[src/rtl/vram_arbiter_if.sv]
// Handshake and RAM bus bundle for vram_arbiter: prefetch read port, pixel write port, pixel RAM port.
interface vram_arbiter_if #(
    parameter int ADDR_W = 16,
    parameter int DATA_W = 12
);
    logic              rd_req;
    logic [ADDR_W-1:0] rd_addr;
    logic [DATA_W-1:0] rd_data;
    logic              rd_data_valid;
    logic              rd_done;
    logic              rd_overrun;
    logic              wr_valid;
    logic [ADDR_W-1:0] wr_addr;
    logic [DATA_W-1:0] wr_data;
    logic              wr_ready;
    logic              mem_en;
    logic              mem_we;
    logic [ADDR_W-1:0] mem_addr;
    logic [DATA_W-1:0] mem_wdata;
    logic [DATA_W-1:0] mem_rdata;

    modport slave (
        input  rd_req, rd_addr, wr_valid, wr_addr, wr_data, mem_rdata,
        output rd_data, rd_data_valid, rd_done, rd_overrun, wr_ready,
               mem_en, mem_we, mem_addr, mem_wdata
    );

    modport master (
        output rd_req, rd_addr, wr_valid, wr_addr, wr_data, mem_rdata,
        input  rd_data, rd_data_valid, rd_done, rd_overrun, wr_ready,
               mem_en, mem_we, mem_addr, mem_wdata
    );
endinterface

[src/rtl/vram_arbiter.sv]
// Pixel RAM arbiter: high-priority line-prefetch bursts vs. low-priority stream writes.
// Optional VRAM_STATS_EN adds a saturating write-stall counter (wr_stall_cnt, clr_stats).
module vram_arbiter #(
    parameter int ADDR_W    = 16,
    parameter int DATA_W    = 12,
    parameter int BURST_LEN = 8,
    parameter int WR_SLOTS  = 1
) (
    input  logic            clk,
    input  logic            reset,
    vram_arbiter_if.slave   bus,
    output logic            busy
`ifdef VRAM_STATS_EN
    ,
    input  logic            clr_stats,
    output logic [15:0]     wr_stall_cnt
`endif
);
    localparam int BEAT_W = (BURST_LEN > 1) ? $clog2(BURST_LEN) : 1;
    localparam int SLOT_W = (WR_SLOTS > 0) ? $clog2(WR_SLOTS + 1) : 1;
    localparam logic [BEAT_W-1:0] LAST_BEAT = BEAT_W'(BURST_LEN - 1);

    typedef enum logic [1:0] {IDLE, RD_BURST, RD_DRAIN} state_t;

    state_t              state_q, state_d;
    logic [BEAT_W-1:0]   beat_q, beat_d;
    logic [SLOT_W-1:0]   slot_q, slot_d;
    logic                rd_pend_q, rd_pend_d;
    logic [ADDR_W-1:0]   cap_addr_q;
    logic                overrun_q;
    logic                mem_en_q, mem_we_q;
    logic [ADDR_W-1:0]   mem_addr_q;
    logic [DATA_W-1:0]   mem_wdata_q;
    logic                valid_q, done_q;

    logic                req_busy;
    logic                wr_ready_c;
    logic                issue_en, issue_we;
    logic [ADDR_W-1:0]   issue_addr;
    logic [DATA_W-1:0]   issue_wdata;

    assign req_busy = rd_pend_q || (state_q != IDLE);

    // Memory controls are registered from next-state values, so the access issued in the
    // IDLE->RD_BURST decision cycle appears on the RAM pins in the first RD_BURST cycle.
    always_comb begin
        state_d     = state_q;
        beat_d      = beat_q;
        slot_d      = slot_q;
        rd_pend_d   = rd_pend_q;
        wr_ready_c  = 1'b0;
        issue_en    = 1'b0;
        issue_we    = 1'b0;
        issue_addr  = mem_addr_q;
        issue_wdata = mem_wdata_q;

        if (bus.rd_req && !req_busy)
            rd_pend_d = 1'b1;

        unique case (state_q)
            IDLE: begin
                wr_ready_c = (!rd_pend_q || (slot_q != '0)) && !bus.rd_req;
                if (bus.wr_valid && wr_ready_c) begin
                    issue_en    = 1'b1;
                    issue_we    = 1'b1;
                    issue_addr  = bus.wr_addr;
                    issue_wdata = bus.wr_data;
                    if (slot_q != '0)
                        slot_d = slot_q - SLOT_W'(1);
                end
                if (rd_pend_q && ((slot_q == '0) || !bus.wr_valid)) begin
                    state_d    = RD_BURST;
                    rd_pend_d  = 1'b0;
                    beat_d     = '0;
                    issue_en   = 1'b1;
                    issue_addr = cap_addr_q;
                end
            end
            RD_BURST: begin
                if (beat_q == LAST_BEAT) begin
                    state_d = RD_DRAIN;
                end else begin
                    beat_d     = beat_q + BEAT_W'(1);
                    issue_en   = 1'b1;
                    issue_addr = cap_addr_q + ADDR_W'(beat_d);
                end
            end
            RD_DRAIN: begin
                state_d = IDLE;
                slot_d  = SLOT_W'(WR_SLOTS);
            end
            default: state_d = IDLE;
        endcase
    end

    always_ff @(posedge clk or negedge reset) begin
        if (!reset) begin
            state_q     <= IDLE;
            beat_q      <= '0;
            slot_q      <= SLOT_W'(WR_SLOTS);
            rd_pend_q   <= 1'b0;
            cap_addr_q  <= '0;
            overrun_q   <= 1'b0;
            mem_en_q    <= 1'b0;
            mem_we_q    <= 1'b0;
            mem_addr_q  <= '0;
            mem_wdata_q <= '0;
            valid_q     <= 1'b0;
            done_q      <= 1'b0;
        end else begin
            state_q     <= state_d;
            beat_q      <= beat_d;
            slot_q      <= slot_d;
            rd_pend_q   <= rd_pend_d;
            if (bus.rd_req && !req_busy)
                cap_addr_q <= bus.rd_addr;
            if (bus.rd_req && req_busy)
                overrun_q <= 1'b1;
            mem_en_q    <= issue_en;
            mem_we_q    <= issue_we;
            mem_addr_q  <= issue_addr;
            mem_wdata_q <= issue_wdata;
            valid_q     <= mem_en_q && !mem_we_q;
            done_q      <= (state_q == RD_BURST) && (state_d == RD_DRAIN);
        end
    end

    assign bus.rd_data       = bus.mem_rdata;
    assign bus.rd_data_valid = valid_q;
    assign bus.rd_done       = done_q;
    assign bus.rd_overrun    = overrun_q;
    assign bus.wr_ready      = wr_ready_c;
    assign bus.mem_en        = mem_en_q;
    assign bus.mem_we        = mem_we_q;
    assign bus.mem_addr      = mem_addr_q;
    assign bus.mem_wdata     = mem_wdata_q;
    assign busy              = (state_q != IDLE);

`ifdef VRAM_STATS_EN
    always_ff @(posedge clk or negedge reset) begin
        if (!reset)
            wr_stall_cnt <= '0;
        else if (clr_stats)
            wr_stall_cnt <= '0;
        else if (bus.wr_valid && !wr_ready_c && (wr_stall_cnt != '1))
            wr_stall_cnt <= wr_stall_cnt + 16'd1;
    end
`endif
endmodule

[src/flat_wrapper.sv]
// flat-port wrapper written by rule: the top's interface ports become plain ports
module vram_arbiter_flat 
#(
    parameter int ADDR_W    = 16,
    parameter int DATA_W    = 12,
    parameter int BURST_LEN = 8,
    parameter int WR_SLOTS  = 1
)
  (clk, reset, busy, bus_rd_req, bus_rd_addr, bus_wr_valid, bus_wr_addr, bus_wr_data, bus_mem_rdata, bus_rd_data, bus_rd_data_valid, bus_rd_done, bus_rd_overrun, bus_wr_ready, bus_mem_en, bus_mem_we, bus_mem_addr, bus_mem_wdata);
  vram_arbiter_if #(.ADDR_W(ADDR_W), .DATA_W(DATA_W)) bus_i ();
  input  logic clk;
  input  logic reset;
  output logic busy;
  input wire logic [$bits(bus_i.rd_req)-1:0] bus_rd_req;
  input wire logic [$bits(bus_i.rd_addr)-1:0] bus_rd_addr;
  input wire logic [$bits(bus_i.wr_valid)-1:0] bus_wr_valid;
  input wire logic [$bits(bus_i.wr_addr)-1:0] bus_wr_addr;
  input wire logic [$bits(bus_i.wr_data)-1:0] bus_wr_data;
  input wire logic [$bits(bus_i.mem_rdata)-1:0] bus_mem_rdata;
  output wire logic [$bits(bus_i.rd_data)-1:0] bus_rd_data;
  output wire logic [$bits(bus_i.rd_data_valid)-1:0] bus_rd_data_valid;
  output wire logic [$bits(bus_i.rd_done)-1:0] bus_rd_done;
  output wire logic [$bits(bus_i.rd_overrun)-1:0] bus_rd_overrun;
  output wire logic [$bits(bus_i.wr_ready)-1:0] bus_wr_ready;
  output wire logic [$bits(bus_i.mem_en)-1:0] bus_mem_en;
  output wire logic [$bits(bus_i.mem_we)-1:0] bus_mem_we;
  output wire logic [$bits(bus_i.mem_addr)-1:0] bus_mem_addr;
  output wire logic [$bits(bus_i.mem_wdata)-1:0] bus_mem_wdata;
  assign bus_i.rd_req = bus_rd_req;
  assign bus_i.rd_addr = bus_rd_addr;
  assign bus_i.wr_valid = bus_wr_valid;
  assign bus_i.wr_addr = bus_wr_addr;
  assign bus_i.wr_data = bus_wr_data;
  assign bus_i.mem_rdata = bus_mem_rdata;
  assign bus_rd_data = bus_i.rd_data;
  assign bus_rd_data_valid = bus_i.rd_data_valid;
  assign bus_rd_done = bus_i.rd_done;
  assign bus_rd_overrun = bus_i.rd_overrun;
  assign bus_wr_ready = bus_i.wr_ready;
  assign bus_mem_en = bus_i.mem_en;
  assign bus_mem_we = bus_i.mem_we;
  assign bus_mem_addr = bus_i.mem_addr;
  assign bus_mem_wdata = bus_i.mem_wdata;
  vram_arbiter #(.ADDR_W(ADDR_W), .DATA_W(DATA_W), .BURST_LEN(BURST_LEN), .WR_SLOTS(WR_SLOTS)) u_core (.clk(clk), .reset(reset), .bus(bus_i), .busy(busy));
endmodule
[config.mk]
export PLATFORM = sky130hd
export DESIGN_NAME = vram_arbiter_flat
export DESIGN_NICKNAME = d
export VERILOG_FILES = /design/src/rtl/vram_arbiter_if.sv /design/src/rtl/vram_arbiter.sv /design/src/flat_wrapper.sv
export SDC_FILE = /design/constraint.sdc
export NUM_CORES = 1
export LEC_CHECK = 0
export CORE_AREA = 2 2 113 71
export CTS_BUF_LIST = sky130_fd_sc_hd__clkbuf_8
export DETAILED_ROUTE_END_ITERATION = 16
export DIE_AREA = 0 0 115 73
export PLACE_DENSITY = 0.84
export SYNTH_ARGS = -nofsm -noshare
export SYNTH_HDL_FRONTEND = slang
export SYNTH_SLANG_ARGS = --single-unit
[constraint.sdc]
create_clock -name clk -period 4.2 [get_ports clk]
set_input_delay 1.05 -clock clk [delete_from_list [all_inputs] [get_ports clk]]
set_output_delay 1.05 -clock clk [all_outputs]
set_load 0.01 [all_outputs]
# After elaboration in Yosys (flattened, before gate mapping)
# Cells that the tools add are included.
op_classes:
  n_mux: 22
  n_div: 0
  n_mul: 0
  bitwise: 1
  n_reduce_logical: 23
  add_sub_neg: 3
  eq_ne: 8
  n_shift: 0
  magnitude_cmp: 0
op_table:
  columns: ["op", "count"]
  rows:
  - ["$mux 16", 3]
  - ["$pmux 16 s2", 1]
  - ["$add 16x3->16", 1]
  - ["$mux 1", 10]
  - ["$logic_and 1x1->1", 7]
  - ["$mux 3", 2]
  - ["$pmux 3 s2", 1]
  - ["$reduce_and 3->1", 2]
  - ["$reduce_bool 2->1", 3]
  - ["$logic_not 1->1", 5]
  - ["$eq 2x2->1 const B", 2]
  - ["$mux 2", 2]
  - ["$ne 2x1->1 const B", 2]
  - ["$pmux 1 s2", 2]
  - ["$pmux 2 s2", 1]
  - ["$reduce_and 2->1", 2]
  - ["$add 3x1->3 const B", 1]
  - ["$eq 3x3->1 const B", 1]
  - ["$logic_or 1x1->1", 3]
  - ["$ne 3x1->1 const B", 1]
  - ["$eq 2x1->1 const B", 1]
  - ["$logic_not 2->1", 1]
  - ["$ne 2x2->1 const B", 1]
  - ["$not 1->1", 1]
  - ["$sub 1x1->1 const B", 1]
word_totals:
  latch_bits: 0
  memories: 0
  regBits: 56
  output_inout_bits: 47
  ram_bits: 0
  input_bits: 60
  elab_cells: 69
  mem_bits_ro: 0

# Logic depth before layout (Yosys ltp)
# Gate-level depths: netlist of run 1.
logic_depth:
  ltp_word: 7
  depth_mapped: 10
  ltp_nobuf: 9

# Worst setup path after synthesis of run 1
# No wires, ideal clock.
synth_timing:
  path_type: "input-to-output"
  from: "input port bus_rd_req"
  to: "output port bus_wr_ready"
  path_slack_ps: 1799
  cell_stages: 1
  path_buffers: 0
  t_arrival_ps: 1351
  cell_sequence: "nor3_1"
synth_between:
  elab_chain_len: 3
synth_rtl:
  columns: ["item", "line", "source"]
  rows:
  - ["start, declared", "flat_wrapper.sv:14", "input wire logic [$bits(bus_i.rd_req)-1:0] bus_rd_req;"]
  - ["$logic_not 1->1", "vram_arbiter.sv:62", "wr_ready_c = (!rd_pend_q || (slot_q != '0)) && !bus.rd_req;"]
  - ["$logic_and 1x1->1", "vram_arbiter.sv:62", null]
  - ["$mux 1", "vram_arbiter.sv:60", "unique case (state_q)"]
  - ["end, declared", "flat_wrapper.sv:24", "output wire logic [$bits(bus_i.wr_ready)-1:0] bus_wr_ready;"]
# Every way passes these cells.

# Final worst setup path of run 1
# Ends and elaborated chain as after synthesis.

==> results of run 1 <==
==> per-layer routing <==
layer | global-route usage (%) | vias up
met4 | 5.09 | 0
li1 | - | 1092
met3 | 3.82 | 12
met1 | 25.3 | 1102
met2 | 25.9 | 102
met5 | 0 | -
==> worst min path at each step <==
| stage | endpoint | cells after the start | start |
|---|---|---|---|
| after global placement | u_core.bus.rd_data_valid | 1 | u_core.bus.mem_we |
| after floorplan | u_core.beat_q[2] | 2 | u_core.beat_q[2] |
| after global routing | u_core.bus.rd_data_valid | 1 | u_core.bus.mem_we |
| after detailed placement | u_core.bus.rd_data_valid | 1 | u_core.bus.mem_we |
| final | u_core.bus.rd_data_valid | 1 | u_core.bus.mem_we |
| after CTS | u_core.bus.rd_data_valid | 1 | u_core.bus.mem_we |
==> synth_stat cells, drive strengths merged, types with 3 or more instances <==
cell     number
o21ai        16
o2bb2ai       3
nor2b         4
mux2         26
nand2        35
a31oi         4
buf          19
nor3          4
nor4          3
a21oi        16
mux2i         5
clkbuf        3
inv          10
nor2         14
ha            5
nand3         7
o31ai         3
dfrtp        55
xnor2         6
==> worst reg2reg max path, stage by stage, from the launching register on <==
cell and delay [ns]:
dfrtp_1 0.40, ha_1 0.21, ha_1 0.29, ha_1 0.34, o211ai_1 0.18, or2_1 0.34
o41ai_1 0.38, nand3_1 0.16, a22o_1 0.25
==> kinds of logic (layout without fill, tap and decap cells) <==
logic type,Yosys count,count (layout),share of synthesized area [%]
mux,31,31,11.9
xor+xnor,6,6,1.83
compound gates,61,61,14.0
fa+ha+maj,6,6,2.88
buf+inv,32,104,6.50
simple gates,79,79,13.9
flops,56,56,48.9
==> area by class of cell <==
cell class,instances,area (sq um),area share (%)
clock buffers,5,68.8,1.82
clock inverters,3,20.0,0.530
inverters,10,40.0,1.06
multi-input cells,183,1280,34.0
flip-flops and latches,56,1400,37.1
well taps,94,118,3.11
repair buffers,86,846,22.4
==> flip-flops by register name, summed over array words and instances (netlist names) <==
name	count
u_core.state_q	2
u_core.beat_q	3
u_core.bus.rd_done	1
u_core.bus.rd_overrun	1
u_core.bus.mem_we	1
u_core.slot_q	1
u_core.bus.mem_addr	16
u_core.rd_pend_q	1
u_core.cap_addr_q	16
u_core.bus.mem_en	1
u_core.bus.rd_data_valid	1
u_core.bus.mem_wdata	12
==> report_power, final <==
group	total (mW)	switching (mW)	internal, mW	leakage, nW
clock	0.293	0.176	0.117	0.0455
combinational	1.54	0.775	0.766	0.820
sequential	1.03	0.229	0.803	0.668
==> flow_summary.ini, run 1 <==
[outcome]
status = finished, final reports clean

[route]
wl_per_cell_um = 16.3
dr_wl_met2_mm = 3.08
viasPerCell = 5.28
dr_wl_met3_um = 491
drt.antenna.violating_nets = 0
routedLengthMet1_mm = 3.45
first_iter_violations = 169
dr_total_vias = 2308
wl_mm = 7.11
remaining_drc_errors = 0
top_layer = met4
first_pass_iters = 4

[min_path]
hp-class = flip-flop to flip-flop

[grt]
grt_pass1_wl_mm = 11.2
first_global_vias = 2250
gr-total-overflow = 0
antenna_found_initial = 0
grt_max_degree = 35
track_usage_pct = 17.3

[critical_path]
critPathRequiredTime_ns = 3.15
path_depth = 3
crit_slowest_cell = clkdlybuf4s50_1
critPathKind = input port to primary output
reg2regPathDepth = 8
crit_path_start = bus_rd_req
crit_chain = clkdlybuf4s50_1 -> nor3_1 -> clkdlybuf4s50_1
cp-end-kind = primary output
slowest_delay_ns = 0.56
worst_setup_path_start_kind = input port
r2r-end = u_core.bus.mem_addr[15]
critPathCapture = bus_wr_ready
cp_data_arrival_time_ns = 2.32
critPathMostFrequentCell = clkdlybuf4s50_1
path_delay_family = buffers and inverters
r2r_setup_slack_ns = 1.53
r2r_start = u_core.beat_q[0]
crit_fanout = 5
worst-path-buf-inv = 2

[power_and_ir_drop]
p_leak_nw = 1.53
p_total_mw = 2.87
irDropWorstVdd_mv = 0.230
cellPowerDensity_mw_per_mm2 = 758

[layout]
n_antenna_cell = 0
nFillCells = 692
finalNonFillerCells = 437
syn_to_final_growth_pct = 31.7
final_common_cell = clkdlybuf4s50_1
post-route-util_pct = 50.3
drive_above_1_share_pct = 13.4
nNetsFinal = 408
most-common-layout-cells = 81 x clkdlybuf4s50_1, 55 x dfrtp_1, 35 x nand2_1
stdcell_area_sq_mm = 0.00378

[timing]
fin_crit_ns = 3.37
setup_slack_ns = 0.829
final.period_utilization_pct = 80.3
fin_tns_setup_ns = 0
setup_viol = 0
rsz0062_at_grt = no
fmax_mhz = 297
hold_viol = 0
worst_slew_pin_slew_ns = 0.762
holdWs_ns = 0.450
slew-limit-headroom_pct = 49.2
slew_viol_final = 0
finClkSkew_ns = 0.00431

[die]
design.die.area_sq_mm = 0.00840
die_w_um = 115
ios = 107
rows = 25
core-area_sq_mm = 0.00751
chipHeight_um = 73
initial_utilization_pct = 38.2

[logic_synthesis]
synthDistinctLibCells = 53
netlist_instances = 271
async_reset_ff_share_pct = 100
ys_warn_count = 0
synth-edff-count = 0
ys_seq_area_share_pct = 48.9
ys_ff_latch = 56
postSynthNetCount = 337
yosys.area.top_type = dfrtp_1
syn_avg_cell_area_sq_um = 10.6
synth_top_area_share_pct = 48.0
synth-main-ff-cell = dfrtp_1
syn_area_sq_mm = 0.00287
synthTopCellsByArea = dfrtp_1 48%, mux2_2 9.0%, nand2_1 4.6%

[placed_design]
port_buffers = 82
dp_slack_ns = 0.823
hpwl_mm = 5.51
place_inst = 429
gp_congestion = 0.840
dpl-instance-area_sq_mm = 0.00369

[clocking]
cts_resized = 0
numCtsBuffers = 5
clk_path_buf_depth = 2
clk_latency_ns = 0.31
cts_tree = yes
clk_pin_slew_ns = 0.10
post_cts_buffers = 0
htreeDepth = 2
cts_root_buffer = clkbuf_8
clock_sinks = 56
ctsHoldBuffers = 0

[flow_run]
drv_cap = 0
No activity file was read; power rests on OpenSTA's default activity.
==> run 2: changes to the inputs <==
Clock period 4.2 ns to 3.45 ns, I/O delays scaled along.
==> run 2 against run 1 <==
Sequential cell count did not move. Critical endpoint unchanged. Register-to-register slack worse by 0.69 ns. Hold slack lost 0.024 ns. Via count fell by 1.3%. Clock skew increased by 0.0035 ns. Die area did not move. Highest routed layer unchanged. Setup slack worse by 0.40 ns. First-iteration DRC count is 11% higher. Total power grew 22%. Global-route usage fell by 0.72 points. Sequential share of layout area decreased by 0.11 points. Utilization grew 0.15 points.
==> flow_summary.ini, run 2 (synthesized netlist as in run 1, its figures left out) <==
[timing]
setup_viol = 0
holdWs_ns = 0.427
fmax_mhz = 332
fin_crit_ns = 3.02
slew-limit-headroom_pct = 51.7
final.period_utilization_pct = 87.4
rsz0062_at_grt = no
setup_slack_ns = 0.433
worst_slew_pin_slew_ns = 0.725
finClkSkew_ns = 0.00782
hold_viol = 0
slew_viol_final = 0
fin_tns_setup_ns = 0

[placed_design]
dp_slack_ns = 0.428
hpwl_mm = 5.29
place_inst = 430
gp_congestion = 0.882
port_buffers = 82

[clocking]
clk_latency_ns = 0.31
cts_root_buffer = clkbuf_8
clk_pin_slew_ns = 0.10
ctsHoldBuffers = 0
clk_path_buf_depth = 2
clock_sinks = 56
post_cts_buffers = 0
cts_resized = 0
numCtsBuffers = 5
cts_tree = yes
htreeDepth = 2

[grt]
gr-total-overflow = 0
grt_max_degree = 57
grt_pass1_wl_mm = 10.7
first_global_vias = 2108
track_usage_pct = 16.6
antenna_found_initial = 0

[route]
wl_per_cell_um = 15.6
drt.antenna.violating_nets = 0
first_iter_violations = 187
viasPerCell = 5.20
dr_total_vias = 2279
wl_mm = 6.85
remaining_drc_errors = 0
first_pass_iters = 4

[power_and_ir_drop]
cellPowerDensity_mw_per_mm2 = 922
irDropWorstVdd_mv = 0.254
p_total_mw = 3.50
p_leak_nw = 1.54

[layout]
syn_to_final_growth_pct = 32.1
final_common_cell = clkdlybuf4s50_1
n_antenna_cell = 0
most-common-layout-cells = 81 x clkdlybuf4s50_1, 55 x dfrtp_1, 35 x nand2_1
finalNonFillerCells = 438
nFillCells = 695
nNetsFinal = 409
drive_above_1_share_pct = 14.0

[critical_path]
critPathKind = input port to primary output
cp-end-kind = primary output
cp_data_arrival_time_ns = 2.15
critPathMostFrequentCell = clkdlybuf4s50_1
crit_slowest_cell = clkdlybuf4s50_1
critPathRequiredTime_ns = 2.59
slowest_delay_ns = 0.56
worst_setup_path_start_kind = input port
crit_fanout = 5
crit_chain = clkdlybuf4s50_1 -> nor3_1 -> clkdlybuf4s50_1

[die]
core-area_sq_mm = 0.00751
chipHeight_um = 73
die_w_um = 115
initial_utilization_pct = 38.2
ios = 107
design.die.area_sq_mm = 0.00840
rows = 25

[outcome]
status = finished, final reports clean

[flow_run]
drv_cap = 0

[min_path]
hp-class = flip-flop to flip-flop
## run 2: cell types whose count changed in the layout (fill, tap and decap cells not counted), sizes merged
cell	before	now
clkinv	1	2
clkbuf	5	6
inv	11	10
clkinvlp	1	0
buf	5	6
## run 2: per-stage QoR
stage / utilization (%) / cell area, sq um
3_3_place_gp: 49.3 / 3700
2_1_floorplan: - / 2870
6_report: 50.5 / 3790
4_1_cts: 50.5 / 3790
3_5_place_dp: 49.3 / 3700
5_1_grt: 50.5 / 3790
## run 2: critical path, delay by kind of cell
kind                   cells  cell delay [ns]
and+or+nand+nor            1             0.22
buffers and inverters      2             1.07
## run 2: power breakdown
| group | total, mW | switching (mW) | internal [mW] |
|---|---|---|---|
| Sequential | 1.25 | 0.277 | 0.977 |
| Combinational | 1.87 | 0.932 | 0.938 |
| Clock | 0.370 | 0.209 | 0.161 |
| Total | 3.50 | 1.42 | 2.08 |
## run 2: worst paths after layout
kind	start	end	slack, ns	depth (start not counted)
setup / recovery	bus_rd_req	bus_wr_ready	0.43	3
hold / removal	u_core.bus.mem_we	u_core.bus.rd_data_valid	0.43	1
setup reg to reg	u_core.beat_q[0]	u_core.bus.mem_addr[15]	0.84	8
hold reg to reg	u_core.bus.mem_we	u_core.bus.rd_data_valid	0.43	1
max in group asynchronous	reset	u_core.bus.mem_wdata[1]	2.30	2
min in group asynchronous	reset	u_core.bus.mem_addr[5]	0.67	2
## run 2: cell type report
type | instances | area, sq um | area share (%)
clock buffers | 6 | 82.6 | 2.18
repair buffers | 87 | 853 | 22.5
well taps | 94 | 118 | 3.10
clock inverters | 2 | 10.0 | 0.264
inverters | 10 | 40.0 | 1.06
flip-flops and latches | 56 | 1400 | 37.0
multi-input cells | 183 | 1280 | 33.9
## run 2: routing by layer
layer | wire [um] | GRT usage, % | up-vias
li1 | - | - | 1099
met1 | 3540 | 25.6 | 1089
met2 | 2800 | 22.7 | 79
met3 | 418 | 3.57 | 12
met4 | 91 | 5.89 | 0
met5 | 0 | 0 | -
==> run 3: changes to the inputs <==
Clock period 3.45 ns to 3.8 ns, I/O delays scaled along.
==> run 3 against run 2 <==
Sequential power fell by 9%. Register-to-register slack improved by 0.36 ns. Sequential share of layout area barely moved. Largest cell class unchanged.
==> flow_summary.ini, run 3 (synthesized netlist as in run 1, its figures left out) <==
[power_and_ir_drop]
p_total_mw = 3.20
p_leak_nw = 1.53
irDropWorstVdd_mv = 0.251
cellPowerDensity_mw_per_mm2 = 844

[clocking]
numCtsBuffers = 5
post_cts_buffers = 0
clock_sinks = 56
clk_pin_slew_ns = 0.10
cts_resized = 0
htreeDepth = 2
cts_tree = yes
cts_root_buffer = clkbuf_8
ctsHoldBuffers = 0
clk_latency_ns = 0.30
clk_path_buf_depth = 2

[die]
core-area_sq_mm = 0.00751
die_w_um = 115
rows = 25
initial_utilization_pct = 38.2
chipHeight_um = 73
ios = 107
design.die.area_sq_mm = 0.00840

[placed_design]
gp_congestion = 0.857
port_buffers = 82
dp_slack_ns = 0.597
place_inst = 429
dpl-instance-area_sq_mm = 0.00369
hpwl_mm = 5.49

[route]
dr_total_vias = 2271
remaining_drc_errors = 0
viasPerCell = 5.20
wl_per_cell_um = 16.1
drt.antenna.violating_nets = 0
wl_mm = 7.05
first_pass_iters = 4
first_iter_violations = 224

[grt]
first_global_vias = 2122
track_usage_pct = 16.9
antenna_found_initial = 0
gr-total-overflow = 0
grt_max_degree = 34
grt_pass1_wl_mm = 11.0

[layout]
n_antenna_cell = 0
nFillCells = 676
drive_above_1_share_pct = 13.7
syn_to_final_growth_pct = 32.1
finalNonFillerCells = 437
stdcell_area_sq_mm = 0.00379
most-common-layout-cells = 81 x clkdlybuf4s50_1, 55 x dfrtp_1, 35 x nand2_1
post-route-util_pct = 50.5
nNetsFinal = 408
final_common_cell = clkdlybuf4s50_1

[timing]
fmax_mhz = 312
setup_slack_ns = 0.593
rsz0062_at_grt = no
fin_tns_setup_ns = 0
final.period_utilization_pct = 84.4
setup_viol = 0
slew-limit-headroom_pct = 51.2
hold_viol = 0
fin_crit_ns = 3.21
finClkSkew_ns = 0.00536
worst_slew_pin_slew_ns = 0.732
slew_viol_final = 0
holdWs_ns = 0.433

[min_path]
hp-class = flip-flop to flip-flop
whs_path_depth = 1

[critical_path]
critPathKind = input port to primary output
crit_fanout = 5
cp_data_arrival_time_ns = 2.26
reg2regPathDepth = 8
worst_setup_path_start_kind = input port
critPathRequiredTime_ns = 2.85
cp-end-kind = primary output

[outcome]
status = finished, final reports clean

[flow_run]
drv_cap = 0
[run 3: changes by cell type in the layout (fill, tap and decap cells not counted), sizes merged]
| cell | before | now |
|---|---|---|
| clkinv | 2 | 0 |
| clkinvlp | 0 | 2 |
| buf | 6 | 5 |
[run 3: path summary, 6_finish.rpt]
path                              startpoint  slack [ns]                       end
setup / recovery                  bus_rd_req        0.59              bus_wr_ready
hold / removal             u_core.bus.mem_we        0.43  u_core.bus.rd_data_valid
setup reg to reg            u_core.beat_q[0]        1.20   u_core.bus.mem_addr[15]
hold reg to reg            u_core.bus.mem_we        0.43  u_core.bus.rd_data_valid
max in group asynchronous              reset        2.34      u_core.cap_addr_q[5]
min in group asynchronous              reset        0.70    u_core.bus.mem_addr[7]
[run 3: final cells by class]
cell class	instances	area (sq um)	area share, %
tap	94	118	3.10
sequential	56	1400	37.0
clock inverter	2	15.0	0.396
clock buffer	6	82.6	2.18
timing repair buffer	86	846	22.3
inverter	10	40.0	1.06
multi-input combinational	183	1280	33.9
[run 3: per-layer routing]
metal  wire [um]  vias up  track usage [%]
met3         552        6             3.65
li1            -     1092                -
met4          38        0             3.88
met5           0        -                0
met2        3040      102             24.0
met1        3420     1071             26.2
[run 3: worst max-delay path, cell delays in order]
cell and delay (ns):
clkdlybuf4s50_1 0.52, nor3_1 0.22, clkdlybuf4s50_1 0.56
[run 3: power breakdown]
part | total, mW | switching [mW] | leakage [nW] | internal (mW)
clock network | 0.340 | 0.192 | 0.0434 | 0.148
logic | 1.72 | 0.866 | 0.820 | 0.851
registers | 1.14 | 0.252 | 0.668 | 0.887
